===== config.mk =====
export PLATFORM = sky130hd
export DESIGN_NAME = jk_excitation_driver_flat
export DESIGN_NICKNAME = d
export VERILOG_FILES = /design/src/rtl/jk_excitation_driver_if.sv /design/src/rtl/jk_excitation_driver.sv /design/src/flat_wrapper.sv
export SDC_FILE = /design/constraint.sdc
export NUM_CORES = 1
export LEC_CHECK = 0
export ABC_AREA = 0
export CAP_MARGIN = 20
export CORE_MARGIN = 1.5
export CORE_UTILIZATION = 52
export DETAILED_ROUTE_END_ITERATION = 10
export PLACE_DENSITY = 0.83
export SLEW_MARGIN = 20
export SYNTH_ARGS = -nofsm -noshare
export SYNTH_HDL_FRONTEND = slang
export SYNTH_SLANG_ARGS = --single-unit

===== constraint.sdc =====
create_clock -name clock -period 3.3 [get_ports clock]
set_input_delay 0.33 -clock clock [delete_from_list [all_inputs] [get_ports clock]]
set_output_delay 0.33 -clock clock [all_outputs]
set_load 0.02 [all_outputs]

===== src/rtl/jk_excitation_driver_if.sv =====
// Request and JK-bank bus between a requester/bank model and jk_excitation_driver.
// No latency of its own; it only carries wires.
// The requester holds start until it sees ready; the driver raises ready only in IDLE.
interface jk_excitation_driver_if #(
    parameter int WIDTH = 4
);
    logic             start;
    logic [WIDTH-1:0] target;
    logic [WIDTH-1:0] q_fb;
    logic             ready;
    logic [WIDTH-1:0] j;
    logic [WIDTH-1:0] k;
    logic             busy;
    logic             done;
    logic             err;
    logic [WIDTH-1:0] expected;

    // Driver side: takes the request and bank feedback, produces J/K and status.
    modport slave (
        input  start,
        input  target,
        input  q_fb,
        output ready,
        output j,
        output k,
        output busy,
        output done,
        output err,
        output expected
    );

    // Requester side, which also owns the JK bank feedback.
    modport master (
        output start,
        output target,
        output q_fb,
        input  ready,
        input  j,
        input  k,
        input  busy,
        input  done,
        input  err,
        input  expected
    );
endinterface


===== src/rtl/jk_excitation_driver.sv =====
// Steps an external JK flop bank from its value up to a target, one increment per step, checking feedback.
// Latency: done is high 2*S+1 cycles after the accepting edge (S = (target - q_fb) mod 2^WIDTH).
// Backpressure: start is taken only while ready=1 (IDLE); it is ignored otherwise, ERR is left only by reset.
// Build option: define JK_TOGGLE_EN to drive changing bits with j=k=1 (toggle) instead of set/reset.
module jk_excitation_driver #(
    parameter int WIDTH = 4
) (
    input  logic                    clock,
    input  logic                    reset,
    jk_excitation_driver_if.slave   bus
);

    typedef enum logic [2:0] {
        S_IDLE  = 3'd0,
        S_DRIVE = 3'd1,
        S_CHECK = 3'd2,
        S_DONE  = 3'd3,
        S_ERR   = 3'd4
    } state_t;

    state_t           state_q,    state_d;
    logic [WIDTH-1:0] target_q,   target_d;
    logic [WIDTH-1:0] expected_q, expected_d;
    logic [WIDTH-1:0] j_q,        j_d;
    logic [WIDTH-1:0] k_q,        k_d;
    logic             ready_q,    ready_d;
    logic             busy_q,     busy_d;
    logic             done_q,     done_d;
    logic             err_q,      err_d;

    // J input needed to move each bit from its present value to its next value.
    function automatic logic [WIDTH-1:0] exc_j(input logic [WIDTH-1:0] q_now,
                                               input logic [WIDTH-1:0] q_next);
`ifdef JK_TOGGLE_EN
        return q_now ^ q_next;
`else
        return ~q_now & q_next;
`endif
    endfunction

    // K input needed to move each bit from its present value to its next value.
    function automatic logic [WIDTH-1:0] exc_k(input logic [WIDTH-1:0] q_now,
                                               input logic [WIDTH-1:0] q_next);
`ifdef JK_TOGGLE_EN
        return q_now ^ q_next;
`else
        return q_now & ~q_next;
`endif
    endfunction

    // Next-state and next-output computation; outputs follow the state being entered.
    always_comb begin
        state_d    = state_q;
        target_d   = target_q;
        expected_d = expected_q;
        j_d        = '0;
        k_d        = '0;

        case (state_q)
            S_IDLE: begin
                if (bus.start) begin
                    target_d = bus.target;
                    if (bus.q_fb == bus.target) begin
                        // Already there: report completion without issuing a step.
                        state_d = S_DONE;
                    end else begin
                        expected_d = bus.q_fb + WIDTH'(1);
                        state_d    = S_DRIVE;
                    end
                end
            end
            S_DRIVE: begin
                // The bank captures j/k on the edge leaving this state.
                state_d = S_CHECK;
            end
            S_CHECK: begin
                if (bus.q_fb != expected_q) begin
                    // Keep expected_q so the failing step stays visible.
                    state_d = S_ERR;
                end else if (expected_q == target_q) begin
                    state_d = S_DONE;
                end else begin
                    expected_d = expected_q + WIDTH'(1);
                    state_d    = S_DRIVE;
                end
            end
            S_DONE: begin
                state_d = S_IDLE;
            end
            S_ERR: begin
                state_d = S_ERR;
            end
            default: begin
                state_d = S_IDLE;
            end
        endcase

        // Excitation is only presented while in DRIVE, from the live feedback and the step goal.
        if (state_d == S_DRIVE) begin
            j_d = exc_j(bus.q_fb, expected_d);
            k_d = exc_k(bus.q_fb, expected_d);
        end

        ready_d = (state_d == S_IDLE);
        busy_d  = (state_d == S_DRIVE) || (state_d == S_CHECK);
        done_d  = (state_d == S_DONE);
        err_d   = err_q || (state_d == S_ERR);
    end

    // State and registered outputs; reset abandons any step in flight.
    always_ff @(posedge clock) begin
        if (reset) begin
            state_q    <= S_IDLE;
            target_q   <= '0;
            expected_q <= '0;
            j_q        <= '0;
            k_q        <= '0;
            ready_q    <= 1'b1;
            busy_q     <= 1'b0;
            done_q     <= 1'b0;
            err_q      <= 1'b0;
        end else begin
            state_q    <= state_d;
            target_q   <= target_d;
            expected_q <= expected_d;
            j_q        <= j_d;
            k_q        <= k_d;
            ready_q    <= ready_d;
            busy_q     <= busy_d;
            done_q     <= done_d;
            err_q      <= err_d;
        end
    end

    assign bus.ready    = ready_q;
    assign bus.busy     = busy_q;
    assign bus.done     = done_q;
    assign bus.err      = err_q;
    assign bus.j        = j_q;
    assign bus.k        = k_q;
    assign bus.expected = expected_q;

endmodule


===== src/flat_wrapper.sv =====
// flat-port wrapper written by rule: the top's interface ports become plain ports
module jk_excitation_driver_flat 
#(
    parameter int WIDTH = 4
)
  (clock, reset, bus_start, bus_target, bus_q_fb, bus_ready, bus_j, bus_k, bus_busy, bus_done, bus_err, bus_expected);
  jk_excitation_driver_if #(.WIDTH(WIDTH)) bus_i ();
  input  logic clock;
  input  logic reset;
  input wire logic [$bits(bus_i.start)-1:0] bus_start;
  input wire logic [$bits(bus_i.target)-1:0] bus_target;
  input wire logic [$bits(bus_i.q_fb)-1:0] bus_q_fb;
  output wire logic [$bits(bus_i.ready)-1:0] bus_ready;
  output wire logic [$bits(bus_i.j)-1:0] bus_j;
  output wire logic [$bits(bus_i.k)-1:0] bus_k;
  output wire logic [$bits(bus_i.busy)-1:0] bus_busy;
  output wire logic [$bits(bus_i.done)-1:0] bus_done;
  output wire logic [$bits(bus_i.err)-1:0] bus_err;
  output wire logic [$bits(bus_i.expected)-1:0] bus_expected;
  assign bus_i.start = bus_start;
  assign bus_i.target = bus_target;
  assign bus_i.q_fb = bus_q_fb;
  assign bus_ready = bus_i.ready;
  assign bus_j = bus_i.j;
  assign bus_k = bus_i.k;
  assign bus_busy = bus_i.busy;
  assign bus_done = bus_i.done;
  assign bus_err = bus_i.err;
  assign bus_expected = bus_i.expected;
  jk_excitation_driver #(.WIDTH(WIDTH)) u_core (.clock(clock), .reset(reset), .bus(bus_i));
endmodule

==> key figures <==
Place
  – # port buffers: 26
  – Post-detail-place hpwl: 1830 um
  – RD Place Congestion: 0.802
  – Cell Area, Placed: 1400 um^2
  – Placed Cells: 171

Routing
  – Vias/cell: 5.79
  – Met2 wire length: 1250 um
  – WL met3: 155 um
  – Residual DRC: 0
  – Pre-antenna DRT Iters: 4
  – DRT Wirelength: 2530 um
  – M1 WL: 1090 um
  – Max Used Layer: met4
  – Wire per inst: 14.5 um
  – ANT nets after route: 0
  – DRT iter0 DRCs: 41
  – DR vias: 1,013

Final layout
  – # diodes: 0
  – Final Cell Area: 1430 um^2
  – Most frequent cells in the layout: 26 x clkdlybuf4s50_1, 23 x dfxtp_1, 14 x nor2_1
  – Share of cells above drive strength 1: 0.0541
  – Register Area: 460 um^2
  – Area of the multi-input gates: 626 um^2
  – Synthesis-to-finish area growth: 22.8%
  – Final cell count without fillers: 175
  – # fillers: 171
  – # nets final: 162
  – Fin util: 0.700
  – Most common cell after layout, fill and taps aside: clkdlybuf4s50_1

STA
  – Worst Skew: 0.00277 ns
  – Final Cycle Share: 0.648
  – Worst hold slack: 0.476 ns
  – Post-layout min period: 2.14 ns
  – Setup TNS: 0 ns
  – RSZ-0062 raised after global routing: no
  – Hold Violations, Final: 0
  – Slew HR: 0.483
  – Final Max Tran Viols: 0
  – Achievable Freq: 467 MHz
  – Final setup violation count: 0
  – Worst-Margin Slew: 0.770 ns

Worst setup path
  – CP Capture Type: flip-flop
  – Worst path slowest cell: or4b_1
  – Critical path arrival: 2.37 ns
  – Worst path required time: 3.53 ns
  – CP peak stage delay: 0.61 ns
  – CP startpoint kind: primary input
  – Reg-to-reg slack, setup: 1.20 ns
  – Max FO, Critical Path: 5
  – Critical path cell sequence: clkdlybuf4s50_1, or4b_1, a41o_1, or2_0, a211o_1, a21oi_1
  – Setup Crit Path Kind: primary input to flip-flop

Logic synthesis
  – Share of the synthesized area in the top cell type: 0.396
  – Dominant synthesized flop cell: dfxtp_1
  – Post-Syn Area per Cell: 9.46 um^2
  – Syn Inst Count: 123
  – Synth async-reset ratio: 0
  – Post-synth EDFFs: 0
  – Seq/Total Area, Yosys: 0.396
  – Largest area contributor in the netlist: dfxtp_1
  – Synth unique cells: 43
  – Synth area leaders: dfxtp_1 40%, xnor2_1 6.8%, nor2_1 4.5%, xor2_1 3.8%, clkbuf_8 3.5%
  – Warnings from Yosys: 0
  – Mapped Nets: 136
  – #FFs+latches synth: 23
  – Netlist area before placement: 1160 um^2

Power and ir drop
  – P per Cell Area: 433 nW/um^2
  – Lkg Pwr: 0.551 nW
  – Maximum vdd drop: 0.266 mV

Clocking
  – CTS Root Cell: clkbuf_4
  – Post-CTS resize count: 0
  – Cts hold-fix bufs: 0
  – Skew-Pair Late Insertion Delay: 0.30 ns
  – Worst-path clk slew: 0.11 ns
  – CTS Buf Count: 3
  – Post-CTS Setup Inserts: 0
  – CTS max path bufs: 2
  – Clock sink count: 23
  – CTS tree: done
  – H-tree level count: 1

Global routing
  – Pin count of the biggest net entering global routing: 17
  – Initial antenna violation count: 0
  – Global Route Usage Sum: 0.211
  – First-pass GRT wire length: 4160 um
  – Total grt overflow: 0
  – Vias in the first global route: 954

Die
  – Rows: 16
  – IO Pins: 27
  – Core Area: 2040 um^2
  – Total die area: 2530 um^2
  – Die X: 50.3 um
  – Initial Util: 0.570
  – Die H: 50.3 um

Run
  – Number of max-cap violations: 0

Worst hold path
  – Worst hold path class: flip-flop to flip-flop

Run status
  – Run status: finished clean
==> layer usage <==
metal  up-vias  GRT usage
li1        498          -
met1       465      0.259
met2        46      0.382
met3         4     0.0268
met4         0     0.0631
met5         -          0
==> stage by stage <==
step                worst slack [ns]  total power [mW]
floorplan                       1.47             0.437
global placement               0.897             0.492
detailed placement             0.864             0.498
CTS                             1.16             0.620
global route                    1.02             0.649
finish                          1.16             0.619
==> flip-flops by register name, summed over array words and instances (netlist names) <==
name                 count
u_core.bus.expected      4
u_core.bus.k             4
u_core.bus.done          1
u_core.bus.ready         1
u_core.target_q          4
u_core.state_q           3
u_core.bus.j             4
u_core.bus.err           1
u_core.bus.busy          1
==> area by class of cell <==
class / instances / share of cell area
sequential: 23 / 0.322
timing repair buffer: 27 / 0.187
tap: 27 / 0.0236
inverter: 4 / 0.0105
multi-input combinational: 90 / 0.438
clock buffer: 4 / 0.0184
==> critical path: cells and delay by family <==
kind / cells / cell delay (ns)
AO/OA/AOI/OAI: 3 / 0.69
AND/OR/NAND/NOR: 2 / 0.82
buffers and inverters: 1 / 0.53
==> worst paths after layout <==
path                startpoint                endpoint  depth (start not counted)
max                  bus_start  u_core.bus.expected[0]                          6
min             u_core.bus.err          u_core.bus.err                          2
max reg2reg  u_core.state_q[0]  u_core.bus.expected[0]                          5
min reg2reg     u_core.bus.err          u_core.bus.err                          2
==> where the power goes <==
part,internal (mW),switching (mW)
Combinational,0.0794,0.0963
Clock,0.0471,0.0770
Sequential,0.298,0.0210
==> Yosys cell counts, types with 3 or more instances <==
library cell / n
a21oi_1: 5
and3_1: 6
clkbuf_8: 3
dfxtp_1: 23
inv_1: 4
mux2i_1: 4
nand4_1: 3
nor2_1: 14
nor3_1: 8
xnor2_1: 9
xor2_1: 5
==> cells by family after synthesis <==
family / count (synthesis) / synth area share
buffers and inverters: 10 / 0.0667
muxes: 4 / 0.0344
and+or+nand+nor: 50 / 0.246
DFF: 23 / 0.396
xor gates and xnor gates: 14 / 0.105
AOI/OAI and AO/OA: 20 / 0.130
adders and majority gates: 2 / 0.0215
(Power assumes the default switching activity.)
